## src/rtl/uart_pkg.sv

```systemverilog
// Shared types and constants for the UART receive path.
package uart_pkg;

    localparam int OVERSAMPLE = 16;

    typedef enum logic [2:0] {
        IDLE,
        START,
        DATA,
        STOP,
        WAIT_HIGH
    } rx_state_e;

    // Clocks per oversample tick, rounded to nearest.
    function automatic int calc_div(input longint clk_hz, input longint baud);
        longint den;
        den = baud * OVERSAMPLE;
        return int'((clk_hz + den / 2) / den);
    endfunction

endpackage

```

## src/rtl/uart_rx_fifo.sv

```systemverilog
// Byte FIFO with first-word fall-through head and a registered overrun pulse.
module uart_rx_fifo
    import uart_pkg::*;
#(
    parameter int DEPTH = 4
) (
    input  logic       clk,
    input  logic       reset,
    input  logic       wr_en,
    input  logic [7:0] wr_data,
    input  logic       rd_en,
    output logic [7:0] rd_data,
    output logic       empty,
    output logic       overrun
);

    localparam int AW = $clog2(DEPTH);

    logic [AW:0] wr_ptr_q, wr_ptr_d;
    logic [AW:0] rd_ptr_q, rd_ptr_d;
    logic [7:0]  mem_q [DEPTH];
    logic        overrun_q, overrun_d;
    logic        full, pop, push;

    always_comb begin
        empty     = (wr_ptr_q == rd_ptr_q);
        full      = (wr_ptr_q[AW-1:0] == rd_ptr_q[AW-1:0]) && (wr_ptr_q[AW] != rd_ptr_q[AW]);
        pop       = rd_en && !empty;
        // A pop in the same cycle frees the slot the write lands in.
        push      = wr_en && (!full || pop);
        overrun_d = wr_en && full && !pop;
        wr_ptr_d  = push ? wr_ptr_q + 1'b1 : wr_ptr_q;
        rd_ptr_d  = pop  ? rd_ptr_q + 1'b1 : rd_ptr_q;
        rd_data   = empty ? 8'h00 : mem_q[rd_ptr_q[AW-1:0]];
    end

    always_ff @(posedge clk) begin
        if (reset) begin
            wr_ptr_q  <= '0;
            rd_ptr_q  <= '0;
            overrun_q <= 1'b0;
        end else begin
            wr_ptr_q  <= wr_ptr_d;
            rd_ptr_q  <= rd_ptr_d;
            overrun_q <= overrun_d;
        end
    end

    always_ff @(posedge clk) begin
        if (push) mem_q[wr_ptr_q[AW-1:0]] <= wr_data;
    end

    assign overrun = overrun_q;

endmodule

```

## src/rtl/uart_rx_capture.sv

```systemverilog
// 8N1 UART receiver with 16x oversampling, majority-vote data bits and an output FIFO.
module uart_rx_capture
    import uart_pkg::*;
#(
    parameter int CLK_FREQ_HZ = 100000000,
    parameter int BAUD_RATE   = 230400,
    parameter int FIFO_DEPTH  = 4
) (
    input  logic       clk,
    input  logic       reset,
    input  logic       rxd,
    output logic [7:0] m_data,
    output logic       m_valid,
    input  logic       m_ready,
    output logic       frame_err,
    output logic       overrun,
    output logic       busy
);

    localparam int DIV = calc_div(CLK_FREQ_HZ, BAUD_RATE);
    localparam int TW  = $clog2(DIV + 1);

    rx_state_e   state_q, state_d;
    logic        rxd_meta_q, rxd_meta_d;
    logic        rxd_sync_q, rxd_sync_d;
    logic        rxd_prev_q, rxd_prev_d;
    logic [TW-1:0] tick_cnt_q, tick_cnt_d;
    logic [3:0]  samp_cnt_q, samp_cnt_d;
    logic [2:0]  bit_cnt_q, bit_cnt_d;
    logic [7:0]  shift_q, shift_d;
    logic [1:0]  vote_q, vote_d;
    logic        frame_err_q, frame_err_d;
    logic        tick, mid, bit_end, fifo_wr, fifo_empty;

    always_comb begin
        rxd_meta_d  = rxd;
        rxd_sync_d  = rxd_meta_q;
        rxd_prev_d  = rxd_sync_q;
        state_d     = state_q;
        bit_cnt_d   = bit_cnt_q;
        shift_d     = shift_q;
        vote_d      = vote_q;
        frame_err_d = 1'b0;
        fifo_wr     = 1'b0;

        tick       = (tick_cnt_q == TW'(DIV - 1));
        mid        = tick && (samp_cnt_q == 4'd7);
        bit_end    = tick && (samp_cnt_q == 4'd15);
        tick_cnt_d = tick ? '0 : tick_cnt_q + 1'b1;
        samp_cnt_d = tick ? samp_cnt_q + 1'b1 : samp_cnt_q;

        unique case (state_q)
            IDLE: begin
                samp_cnt_d = '0;
                if (rxd_prev_q && !rxd_sync_q) begin
                    state_d    = START;
                    tick_cnt_d = '0;
                end
            end
            START: begin
                if (mid && rxd_sync_q) begin
                    state_d = IDLE;
                end else if (bit_end) begin
                    state_d   = DATA;
                    bit_cnt_d = '0;
                end
            end
            DATA: begin
                if (tick && samp_cnt_q == 4'd6) vote_d[0] = rxd_sync_q;
                if (tick && samp_cnt_q == 4'd7) vote_d[1] = rxd_sync_q;
                // Third sample is taken live and voted with the two stored ones.
                if (tick && samp_cnt_q == 4'd8)
                    shift_d = {(vote_q[0] & vote_q[1]) | (vote_q[0] & rxd_sync_q) |
                               (vote_q[1] & rxd_sync_q), shift_q[7:1]};
                if (bit_end) begin
                    bit_cnt_d = bit_cnt_q + 1'b1;
                    if (bit_cnt_q == 3'd7) state_d = STOP;
                end
            end
            STOP: begin
                if (mid) begin
                    if (rxd_sync_q) begin
                        fifo_wr = 1'b1;
                        state_d = IDLE;
                    end else begin
                        frame_err_d = 1'b1;
                        state_d     = WAIT_HIGH;
                    end
                end
            end
            WAIT_HIGH: begin
                if (rxd_sync_q) state_d = IDLE;
            end
            default: state_d = IDLE;
        endcase
    end

    always_ff @(posedge clk) begin
        if (reset) begin
            state_q     <= IDLE;
            rxd_meta_q  <= 1'b1;
            rxd_sync_q  <= 1'b1;
            rxd_prev_q  <= 1'b1;
            tick_cnt_q  <= '0;
            samp_cnt_q  <= '0;
            bit_cnt_q   <= '0;
            shift_q     <= '0;
            vote_q      <= '0;
            frame_err_q <= 1'b0;
        end else begin
            state_q     <= state_d;
            rxd_meta_q  <= rxd_meta_d;
            rxd_sync_q  <= rxd_sync_d;
            rxd_prev_q  <= rxd_prev_d;
            tick_cnt_q  <= tick_cnt_d;
            samp_cnt_q  <= samp_cnt_d;
            bit_cnt_q   <= bit_cnt_d;
            shift_q     <= shift_d;
            vote_q      <= vote_d;
            frame_err_q <= frame_err_d;
        end
    end

    uart_rx_fifo #(.DEPTH(FIFO_DEPTH)) u_fifo (
        .clk     (clk),
        .reset   (reset),
        .wr_en   (fifo_wr),
        .wr_data (shift_q),
        .rd_en   (m_ready),
        .rd_data (m_data),
        .empty   (fifo_empty),
        .overrun (overrun)
    );

    assign m_valid   = !fifo_empty;
    assign frame_err = frame_err_q;
    assign busy      = (state_q != IDLE);

endmodule
```

## config.mk

```make
export PLATFORM = sky130hd
export DESIGN_NAME = uart_rx_capture
export DESIGN_NICKNAME = d
export VERILOG_FILES = /design/src/rtl/uart_pkg.sv /design/src/rtl/uart_rx_fifo.sv /design/src/rtl/uart_rx_capture.sv
export SDC_FILE = /design/constraint.sdc
export NUM_CORES = 1
export LEC_CHECK = 0
export ABC_AREA = 1
export BUFFER_PORTS_ARGS = -buffer_cell sky130_fd_sc_hd__clkbuf_2
export CORE_AREA = 2 2 101 93
export DETAILED_ROUTE_END_ITERATION = 8
export DIE_AREA = 0 0 103 95
export PLACE_DENSITY_LB_ADDON = 0.2
export SLEW_MARGIN = 20
export SYNTH_ARGS = -nofsm -noshare
export SYNTH_HDL_FRONTEND = slang
export SYNTH_SLANG_ARGS = --single-unit
export TNS_END_PERCENT = 5
```

## constraint.sdc

```tcl
create_clock -name clk -period 1.9 [get_ports clk]
set_clock_uncertainty 0.1 [all_clocks]
set_input_delay 0.38 -clock clk [delete_from_list [all_inputs] [get_ports clk]]
set_output_delay 0.38 -clock clk [all_outputs]
set_load 0.02 [all_outputs]
```

; ---- Word-level counts from Yosys, hierarchy flattened
; Memory sizes are Yosys's and may differ from the RTL's. A register that Yosys moved wholly into a read port is not among the register bits.
; Index checks and enable logic that the tools add are counted.
[word_totals]
ff_bits = 36
mem_bits_rw = 32
input_bits = 4
output_inout_bits = 12
wordCells = 99
mem_count = 1
[classes]
addsub = 5
n_eq_ne = 21
mux = 25
bitwise = 7
n_reduce_logical = 26
[mem_list]
columns = memory, depth, word_bits, read_ports, rd_clocked_by_memory_dff, wr, line_no
row1 = u_fifo.mem_q, 4, 8, 1, 1, 1, uart_rx_fifo.sv:21  ; logic [7:0] mem_q [DEPTH];
[op_table]
columns = op, n
row1 = two-way mux 3 bit, 11
row2 = two-way mux 5 bit, 3
row3 = case mux 3 bit (5 select lines), 1
row4 = "!= test 2 bit, second input constant", 7
row5 = logical AND 1 bit, 11
row6 = "adder 3 x 1 -> 3 bit, second input constant", 3
row7 = "== test 4 x 3 -> 1 bit, second input constant", 2
row8 = "== test 4 bit, second input constant", 2
row9 = two-way mux 8 bit, 1
row10 = "== test 3 x 2 -> 1 bit, second input constant", 2
row11 = "== test 3 bit, second input constant", 2
row12 = two-way mux 1 bit, 6
row13 = case mux 3 bit (2 select lines), 1
row14 = AND reduction 2 bit, 3
row15 = AND reduction 6 bit, 1
row16 = "adder 5 x 1 -> 5 bit, second input constant", 1
row17 = "== test 5 bit, second input constant", 1
row18 = "adder 4 x 1 -> 4 bit, second input constant", 1
row19 = zero test 1 bit, 4
row20 = two-way mux 2 bit, 2
row21 = AND reduction 4 bit, 1
row22 = AND 1 bit, 3
row23 = "== test 3 x 1 -> 1 bit, second input constant", 1
row24 = == test 3 bit, 1
row25 = 11 further kinds, 13

; ---- Logic depth before layout (Yosys ltp)
; Gate-level depths: netlist (run 1).
[logic_depth]
word_depth = 7
mapped_depth = 11
ltp_nobuf = 11

; ---- Modules after synthesis
; From an unflattened synthesis (run 1), not the netlist that was laid out.
[hier_totals]
cells_unflattened = 333
hier_area_um2 = 3146.8
[by_module_without_submodules]
columns = mod, instances, cells_each, area_per_inst_um2, seq_area_each_um2
row1 = uart_rx_fifo, 1, 156, 1773.0, 1141.1
row2 = uart_rx_capture, 1, 177, 1373.8, 580.6

; ---- Worst setup path after synthesis (run 1)
; OpenSTA, ideal clock, no wires.
[synth_path]
path_type = register -> register
from = register tick_cnt_q[0]
to = memory u_fifo.mem_q[0][0] (enable)
arrival_time_ns = 1.516
t_required_ns = 1.429
path_slack_ns = -0.086
path_stages_with_launch = 9
n_path_buf = 0
path_cell_list = dfxtp_1 inv_1 ha_1 nand2_1 nor2_4 nand3_2 nor2_2 nand2_2 nor2_1
[synth_via]
elab_chain_len = 7
[synth_rtl]
columns = element, line_no
row1 = from (decl), uart_rx_capture.sv:27  ; logic [TW-1:0] tick_cnt_q, tick_cnt_d;
row2 = from (signal assigned), uart_rx_capture.sv:115  ; tick_cnt_q <= tick_cnt_d;
row3 = == test 5 bit, uart_rx_capture.sv:46  ; tick = (tick_cnt_q == TW'(DIV - 1));
row4 = logical AND 1 bit, uart_rx_capture.sv:47  ; mid = tick && (samp_cnt_q == 4'd7);
row5 = two-way mux 1 bit, uart_rx_capture.sv:81  ; if (mid) begin
row6 = two-way mux 1 bit, uart_rx_capture.sv:52  ; unique case (state_q)
row7 = logical AND 1 bit, uart_rx_fifo.sv:30  ; push = wr_en && (!full || pop);
row8 = two-way mux 1 bit, uart_rx_fifo.sv:50  ; if (push) mem_q[wr_ptr_q[AW-1:0]] <= wr_data;
row9 = two-way mux 1 bit (not written as such), uart_rx_fifo.sv:50
row10 = to (decl), uart_rx_fifo.sv:21
; No other way between the ends.

; ---- Final worst setup path (run 1)
[layout_path]
from = register u_fifo.wr_ptr_q[1]
to = output port m_data[1]
[layout_via]
elab_chain_len = 2
[layout_rtl]
columns = element, line_no
row1 = from (decl), uart_rx_fifo.sv:19  ; logic [AW:0] wr_ptr_q, wr_ptr_d;
row2 = from (signal assigned), uart_rx_fifo.sv:43  ; wr_ptr_q <= wr_ptr_d;
row3 = == test 3 bit, uart_rx_fifo.sv:26  ; empty = (wr_ptr_q == rd_ptr_q);
row4 = two-way mux 8 bit, uart_rx_fifo.sv:34  ; rd_data = empty ? 8'h00 : mem_q[rd_ptr_q[AW-1:0]];
row5 = to (decl), uart_rx_capture.sv:12  ; output logic [7:0] m_data,
; No other way between the ends.

==> results of run 1 <==
==> where the power goes <==
part | switching, mW | total (mW) | internal [mW]
clock | 0.547 | 1.16 | 0.609
combinational | 0.212 | 0.364 | 0.152
sequential | 0.0332 | 1.62 | 1.58
==> cells by family after synthesis <==
| family | Yosys count | synth area share (%) |
|---|---|---|
| buf+inv | 50 | 6.433 |
| flops | 70 | 56.03 |
| compound gates | 62 | 11.36 |
| xor+xnor | 8 | 2.280 |
| fa+ha+maj | 13 | 5.212 |
| simple gates | 110 | 18.69 |
==> sequential cells by signal, indices dropped and copies added (netlist names), 3 cells and up, named ones only <==
signal           cells
bit_cnt_q            3
samp_cnt_q           4
shift_q              8
state_q              3
tick_cnt_q           5
u_fifo.mem_q        32
u_fifo.rd_ptr_q      3
u_fifo.wr_ptr_q      3
==> critical path, stage by stage, from the launching register on <==
cell and delay (ns):
dfxtp_2 0.34, xor2_1 0.17, nor2_2 0.14, buf_4 0.15, nand2_4 0.08, nand2_1 0.09
inv_1 0.05, clkbuf_8 0.14
==> worst max path at each step <==
stage,endpoint,slack (ns),start
4_1_cts,m_data[7],-0.07,flop
3_5_place_dp,m_data[3],0.11,flop
2_1_floorplan,u_fifo.mem_q[0][0]$_DFFE_PP_,-0.09,tick_cnt_q[0]$_SDFF_PP0_
3_3_place_gp,m_data[3],0.13,flop
5_1_grt,m_data[1],-0.14,flop
6_report,m_data[1],-0.05,u_fifo.wr_ptr_q[1]$_SDFFE_PP0P_
==> through the flow <==
stage | util (%) | std cells | TNS [ns]
2_1_floorplan | - | 313 | -2.766
3_3_place_gp | 38.30 | 459 | 0
3_5_place_dp | 38.30 | 459 | 0
4_1_cts | 42.20 | 480 | -0.5164
5_1_grt | 42.67 | 480 | -1.007
6_report | 42.67 | 480 | -0.2384
==> Yosys cell counts (all sizes together) <==
cell type / n
o21ai: 27
maj3: 1
buf: 3
dfxtp: 38
xor2: 6
inv: 43
clkbuf: 4
xnor2: 2
nand3: 9
nand3b: 1
nand2: 38
a21o: 1
o32ai: 8
ha: 12
nor2: 49
a21oi: 25
edfxtp: 32
nand4: 4
o211ai: 1
nor3: 5
nor4: 2
or2: 2
==> repair_timing <==
item,in CTS,in global routing
buffers inserted,4,0
setup endpoints to repair,10,32
gates resized for setup,32,15
pin swaps,6,4
cloned,1,0
==> per-layer routing <==
layer  global-route usage (%)  up-vias
met4                    3.618        0
met5                        0        -
met2                    23.05       34
met3                    4.885        5
met1                    16.80     1020
li1                         -     1127
==> layout make-up <==
class | instances | area [um2] | share of cell area (%)
clock buffer | 11 | 131.4 | 3.485
clock inverter | 5 | 60.06 | 1.593
inverter | 43 | 163.9 | 4.348
multi-input combinational | 194 | 1252 | 33.22
sequential | 70 | 1737 | 46.07
tap | 122 | 152.6 | 4.049
timing repair buffer | 35 | 272.8 | 7.235
==> impl_metrics.csv, run 1 <==
group,metric,value,unit
cts,cts.path.max_buffers,2,
outcome,violations,"negative setup slack",
routing,met2_length,2.881,mm
final_layout,num_antenna_cells,0,
placement,dp_hpwl,3.987,mm
critical_path,arrival,1.47,ns
cts,cts-htree-levels,3,
final_layout,layout_common_cells,"nor2_1 (40), inv_1 (38), edfxtp_1 (32)",
yosys,ys_types,35,
yosys,avgSynthCellArea,9.818,um2
power,finalPower,3.138,mW
cts,cts.clk_slew.worst_paths,0.07,ns
job,maxCapViolCount,0,
placement,pre_cts_slack,0.1076,ns
timing,setup_viol,8,
routing,postRouteAntennaNets,0,
timing,worst_slack,-0.05471,ns
power,total_leakage_power,1.611,nW
timing,period_minus_slack,1.955,ns
critical_path,worstPathRequired,1.42,ns
outcome,status,"complete, but fails checks",
final_layout,mostFrequentLayoutCell,"nor2_1",
global_route,grt_pass1_vias,2118,
timing,worst_pin_slew,0.4147,ns
floorplanning,dieArea,9785,um2
power,irDropWorstVdd,0.0004301,V
critical_path,reg2regPathDepth,8,
routing,routed_wl,5.910,mm
routing,via_per_inst,4.554,
global_route,grt_overflow,0,
routing,met3WireLength,213,um
yosys,netlist_area,3073,um2
final_layout,design_area,3770,um2
routing,drcViolationCount,0,
yosys,syn_nets,329,
placement,place_area,3385,um2
critical_path,rrSetupSlack,0.11,ns
floorplanning,core,8836,um2
routing,wl_per_cell,12.31,um
yosys,ys_warn_count,0,
global_route,antenna_found_initial,0,
yosys,synth_top_cell_by_area,"edfxtp_1",
floorplanning,die_h,95,um
placement,gp_congestion,0.7566,
cts,hold_buffers,0,
hold_path,whs_path_depth,2,
global_route,grt.total_usage,13.75,%
floorplanning,die_w,103,um
timing,rsz0062_at_grt,"yes",
final_layout,drive_gt1_share,26.82,%
routing,first_pass_iters,4,
final_layout,fillCellCount,893,
routing,met1_length,2.768,mm
timing,timing.fmax,0.5116,GHz
timing,hold_viol_final,0,
routing,top_layer,"met4",
cts,tritoncts,"built",
timing,hold-worst-slack,0.1218,ns
hold_path,worstHoldEndpoint,"rxd_meta_q$_SDFF_PP1_",
critical_path,cp-start-kind,"flop",
routing,vias,2186,
critical_path,r2r-start,"u_fifo.rd_ptr_q[0]$_SDFFE_PP0N_",
cts,ctsRootBufferMaster,"clkbuf_8",
yosys,ys_ff_latch,70,
critical_path,r2r_end,"u_fifo.mem_q[3][1]$_DFFE_PP_",
yosys,yosysSeqAreaShare,56.03,%
placement,io_buffer_count,15,
power,p_per_area,832.4,nW/um2
critical_path,critPathKind,"reg2out",
global_route,grt_max_degree,17,
timing,period_share,102.9,%
final_layout,areaGrowthSynthToFinish,22.68,%
final_layout,nets,369,
floorplanning,rows,33,
cts,clock_sinks,70,
global_route,grt_pass1_wl,10.01,mm
cts,clk_latency,0.34,ns
floorplanning,ios,16,
floorplanning,start_util,34.78,%
critical_path,cp-end-kind,"primary output",
cts,numCtsBuffers,9,
timing,maxSlewViolCount,0,
critical_path,worstPathMaxFanout,5,
yosys,yosys.area.top_type_share,31.27,%
hold_path,hp-class,"in2reg",
yosys,synthTopCellsByArea,"edfxtp_1 (31%), dfxtp_1 (25%), nor2_1 (5.1%)",
timing,slew_headroom,72.23,%
yosys,syn_inst,313,
hold_path,hp-start,"rxd",
routing,drt_iter0_drc,65,
(Power assumes the default switching activity.)
==> inputs of run 2 (changes only) <==
- CORE_AREA: 2 2 101 93 -> 2 2 102 94
- DIE_AREA: 0 0 103 95 -> 0 0 104 96
==> run 2 against run 1 <==
Against the previous run: the run still ends with negative setup slack left; highest routed layer unchanged; global-route usage down 1.0 points; critical path type unchanged; critical path depth down 1; combinational power down 2%; sequential share of layout area down 0.44 points; utilization down 0.11 points; sequential power about the same; sequential cell count unchanged.
==> impl_metrics.csv, run 2 (same netlist as run 1, synthesis figures left out) <==
group,metric,value,unit
floorplanning,die_w,104,um
final_layout,finish.utilization,42.55,%
power,irDropWorstVdd,0.0005075,V
timing,hold_viol_final,0,
global_route,use_met1,15.94,%
critical_path,worstPathRequired,1.42,ns
final_layout,areaGrowthSynthToFinish,23.49,%
final_layout,design_area,3795,um2
routing,drt_iter0_drc,42,
routing,drcViolationCount,0,
critical_path,reg2regPathDepth,8,
timing,setup_viol,8,
placement,pre_cts_slack,0.08096,ns
final_layout,nets,364,
critical_path,cpMaxStageDelayCell,"dfxtp_2",
global_route,grt_overflow,0,
placement,dp_hpwl,4.174,mm
floorplanning,dieArea,9984,um2
critical_path,arrival,1.47,ns
cts,clock_sinks,70,
timing,maxSlewViolCount,0,
critical_path,worstPathCellList,"xor2_2 -> nor2_4 -> nand2_4 -> nand2_1 -> inv_1 -> buf_4",
critical_path,worstPathMaxFanout,5,
timing,slew_headroom,70.27,%
final_layout,fin_cells,475,
floorplanning,ios,16,
global_route,grt_pass1_vias,2069,
global_route,use_met2,20.89,%
power,finalPower,3.112,mW
global_route,busiest_layer,"met2",
global_route,grt_max_degree,17,
timing,period_share,102.8,%
routing,via_per_inst,4.583,
timing,worst_pin_slew,0.4440,ns
final_layout,largest_reg_flops,32,
critical_path,cp-start-kind,"flop",
final_layout,mostFrequentLayoutCell,"inv_1",
routing,vias,2177,
placement,dp_cells,455,
critical_path,max_stage_delay,0.35,ns
floorplanning,die_h,96,um
routing,postRouteAntennaNets,0,
timing,period_minus_slack,1.954,ns
cts,ctsRootBufferMaster,"clkbuf_8",
cts,hold_buffers,0,
global_route,grt_pass1_wl,9.798,mm
hold_path,hp-class,"in2reg",
final_layout,drive_gt1_share,28.33,%
critical_path,cp_top_family,"simple AND/OR/NAND/NOR gates",
cts,cts-htree-levels,3,
global_route,use_met3,3.724,%
cts,clk_latency,0.34,ns
timing,worst_slack,-0.05370,ns
cts,cts.clk_slew.worst_paths,0.08,ns
outcome,status,"complete, but fails checks",
cts,cts.path.max_buffers,2,
floorplanning,start_util,34.46,%
critical_path,critPathKind,"reg2out",
critical_path,timing.critical_path.depth,6,
final_layout,layout_common_cells,"inv_1 (36), dfxtp_1 (34), nor2_1 (33)",
cts,numCtsBuffers,9,
timing,rsz0062_at_grt,"yes",
cts,tritoncts,"built",
critical_path,cp-end-kind,"primary output",
power,total_leakage_power,1.593,nW
critical_path,critPathBufInv,2,
timing,tns,-0.3694,ns
placement,io_buffer_count,15,
job,maxCapViolCount,0,
timing,timing.fmax,0.5118,GHz
floorplanning,rows,33,
global_route,antenna_found_initial,0,
final_layout,num_antenna_cells,0,
hold_path,whs_path_depth,2,
routing,first_pass_iters,4,
floorplanning,core,8919,um2
global_route,grt.total_usage,12.71,%
power,p_per_area,820.0,nW/um2
placement,gp_congestion,0.7430,
routing,wl_per_cell,12.98,um
outcome,violations,"negative setup slack",
placement,place_area,3367,um2
timing,hold-worst-slack,0.1195,ns
routing,routed_wl,6.167,mm
-- run 2: changes by cell type in the layout (fill, tap and decap cells not counted), moves of 3 or more --
cell      change
buf_4         -3
clkbuf_4      -3
dfxtp_1       +4
dfxtp_2       -4
nor2_1        -7
nor2_2        +7
-- run 2: final timing paths --
path,start,endpoint,slack [ns]
max reg2reg,samp_cnt_q[1]$_SDFFE_PP0N_,u_fifo.mem_q[3][2]$_DFFE_PP_,0.14
min,rxd,rxd_meta_q$_SDFF_PP1_,0.12
max,u_fifo.wr_ptr_q[0]$_SDFFE_PP0P_,m_data[7],-0.05
min reg2reg,rxd_meta_q$_SDFF_PP1_,rxd_prev_d$_SDFF_PP1_,0.31
-- run 2: area by class of cell --
type                            count  area [um2]
Timing Repair Buffer               30       277.8
Clock buffer                        9       123.9
Tap cell                          122       152.6
Clock inverter                      7       63.81
Sequential cell                    70        1732
Inverter                           43       163.9
Fill cell                         892        5124
Multi-Input combinational cell    194        1281
-- run 2: what timing repair did --
item | in CTS | in global routing
pin swaps | 6 | 8
resized for setup | 8 | 53
setup endpoints to repair | 9 | 42
buffers inserted | 1 | 1
cloned | 0 | 2
hold endpoints to repair | 0 | 0
-- run 2: metal layers --
metal  up-vias  share of wire, %
met3         2               3.1
met5         -                 0
met4         0              0.58
met2        29                50
met1      1022                47
li1       1124                 -
-- run 2: where the power goes --
part	leakage [nW]	switching [mW]	total, mW	internal, mW
Combinational	0.820	0.208	0.355	0.147
Sequential	0.683	0.0360	1.62	1.58
Clock	0.0903	0.636	1.14	0.503
Total	1.59	0.879	3.11	2.23
==> inputs of run 3 (changes only) <==
- CORE_AREA: 2 2 102 94 -> 2 2 86 80
- DIE_AREA: 0 0 104 96 -> 0 0 88 82
- clock period: 1.9 -> 2.1 ns (I/O delays scaled with it)
==> run 3 against run 2 <==
Against the previous run: largest power group unchanged; via count down 0.92%; die area is 28% lower; final area fell by 5.3%; global-route usage up 4.9 points; worst hold slack improved by 0.041 ns; critical endpoint is now m_data[5]; cell count shrank 7.8%; the flow now finishes without violations; register-to-register slack better by 0.13 ns.
==> impl_metrics.csv, run 3 (same netlist as run 1, synthesis figures left out) <==
group,metric,value,unit
outcome,status,"finished, final reports clean",
floorplanning,start_util,48.46,%
critical_path,cp-start-kind,"flop",
routing,vias,2157,
final_layout,num_antenna_cells,0,
global_route,grt_overflow,0,
cts,cts-htree-levels,3,
critical_path,arrival,1.52,ns
placement,place_area,3284,um2
timing,worst_pin_slew,0.4610,ns
routing,postRouteAntennaNets,0,
routing,first_pass_iters,5,
placement,io_buffer_count,15,
critical_path,cp-end-kind,"primary output",
critical_path,worstPathRequired,1.58,ns
timing,tns,0,ns
global_route,grt.total_usage,17.64,%
routing,via_per_inst,4.925,
timing,hold-worst-slack,0.1609,ns
cts,cts.path.max_buffers,2,
hold_path,hp-class,"in2reg",
global_route,antenna_found_initial,0,
floorplanning,die_h,82,um
final_layout,nets,359,
final_layout,largest_reg_flops,32,
floorplanning,core,6341,um2
timing,rsz0062_at_grt,"yes",
cts,ctsRootBufferMaster,"clkbuf_8",
routing,drcViolationCount,0,
placement,gp_congestion,0.7523,
timing,timing.fmax,0.4891,GHz
power,finalPower,3.006,mW
placement,dp_hpwl,3.989,mm
global_route,grt_pass1_vias,1960,
routing,routed_wl,5.845,mm
critical_path,cpMaxStageDelayCell,"dfxtp_4",
critical_path,critPathKind,"reg2out",
power,p_per_area,836.9,nW/um2
routing,wl_per_cell,13.34,um
critical_path,worstPathCellList,"clkbuf_4 -> nor2_1 -> o32ai_1 -> nand2_1 -> inv_1 -> clkbuf_2",
routing,drt_iter0_drc,155,
timing,period_share,97.36,%
power,irDropWorstVdd,0.0004684,V
final_layout,mostFrequentLayoutCell,"nor2_1",
global_route,grt_pass1_wl,9.446,mm
final_layout,design_area,3592,um2
floorplanning,ios,16,
final_layout,areaGrowthSynthToFinish,16.90,%
timing,hold_viol_final,0,
timing,setup_viol,0,
job,maxCapViolCount,0,
timing,period_minus_slack,2.045,ns
cts,cts.clk_slew.worst_paths,0.07,ns
cts,numCtsBuffers,9,
floorplanning,die_w,88,um
global_route,grt_max_degree,17,
timing,slew_headroom,69.13,%
cts,clock_sinks,70,
final_layout,drive_gt1_share,22.70,%
final_layout,layout_common_cells,"nor2_1 (41), inv_1 (38), dfxtp_1 (33)",
floorplanning,rows,28,
cts,post-cts-setup-buffers,0,
power,total_leakage_power,1.546,nW
timing,maxSlewViolCount,0,
cts,tritoncts,"built",
critical_path,worstPathMaxFanout,8,
cts,clk_latency,0.34,ns
critical_path,max_stage_delay,0.40,ns
floorplanning,dieArea,7216,um2
[run 3: cell types whose count changed in the layout (fill, tap and decap cells not counted), moves of 3 or more]
cell       before  now
buf_4          12    7
buf_6           7    1
nand2_4         6    3
nor2_2         10    4
bufinv_16       0    3
clkbuf_2        7   15
nor2_1         33   41
[run 3: repair_timing]
item / 4_1_cts / 5_1_grt
gates resized for setup: 2 / 15
endpoints found under the setup margin: 5 / 8
pin swaps: 0 / 1
hold buffers: 0 / 0
gates cloned: 0 / 3
[run 3: power breakdown]
part / total (mW) / leakage, nW / switching (mW) / internal [mW]
clock: 1.28 / 0.114 / 0.492 / 0.787
combinational: 0.263 / 0.749 / 0.169 / 0.0942
sequential: 1.46 / 0.683 / 0.0313 / 1.43
total: 3.01 / 1.55 / 0.691 / 2.31
[run 3: cell type report]
cell class,instances,area [um2]
fill,569,2749
sequential,70,1730
multi-input combinational,194,1192
inverter,43,165.2
timing repair buffer,24,146.4
clock buffer,10,127.6
tap,90,112.6
clock inverter,6,110.1
timing repair inverter,1,7.507
[run 3: worst max-delay path, delay by kind of cell (launching register included)]
family	cells	cell delay, ns
AOI/OAI and AO/OA	1	0.24
buffers and inverters	3	0.40
DFF	1	0.40
and+or+nand+nor	2	0.15
[run 3: path summary, 6_finish.rpt]
check                                  start                           end  slack (ns)  cells after the start
setup / recovery                        flop                     m_data[5]        0.06                      6
hold / removal                           rxd         rxd_meta_q$_SDFF_PP1_        0.16                      2
setup reg to reg  samp_cnt_q[1]$_SDFFE_PP0N_  u_fifo.mem_q[3][5]$_DFFE_PP_        0.27                      8
hold reg to reg        rxd_meta_q$_SDFF_PP1_         rxd_prev_d$_SDFF_PP1_        0.31                      1
[run 3: metal layers]
metal | vias to the layer above | global-route usage (%) | part of all wire, %
met3 | 6 | 4.020 | 4.0
met5 | - | 0 | 0
met1 | 1003 | 22.82 | 47
met2 | 39 | 28.18 | 48
li1 | 1109 | - | -
met4 | 0 | 8.308 | 1.2
[run 3: through the flow]
stage | worst slack [ns] | utilization [%] | instances
finish | 0.05538 | 56.65 | 438
floorplan | 0.1135 | - | 313
CTS | 0.002315 | 55.62 | 435
global placement | 0.2968 | 51.80 | 419
detailed placement | 0.2719 | 51.80 | 419
global route | -0.06188 | 56.65 | 438
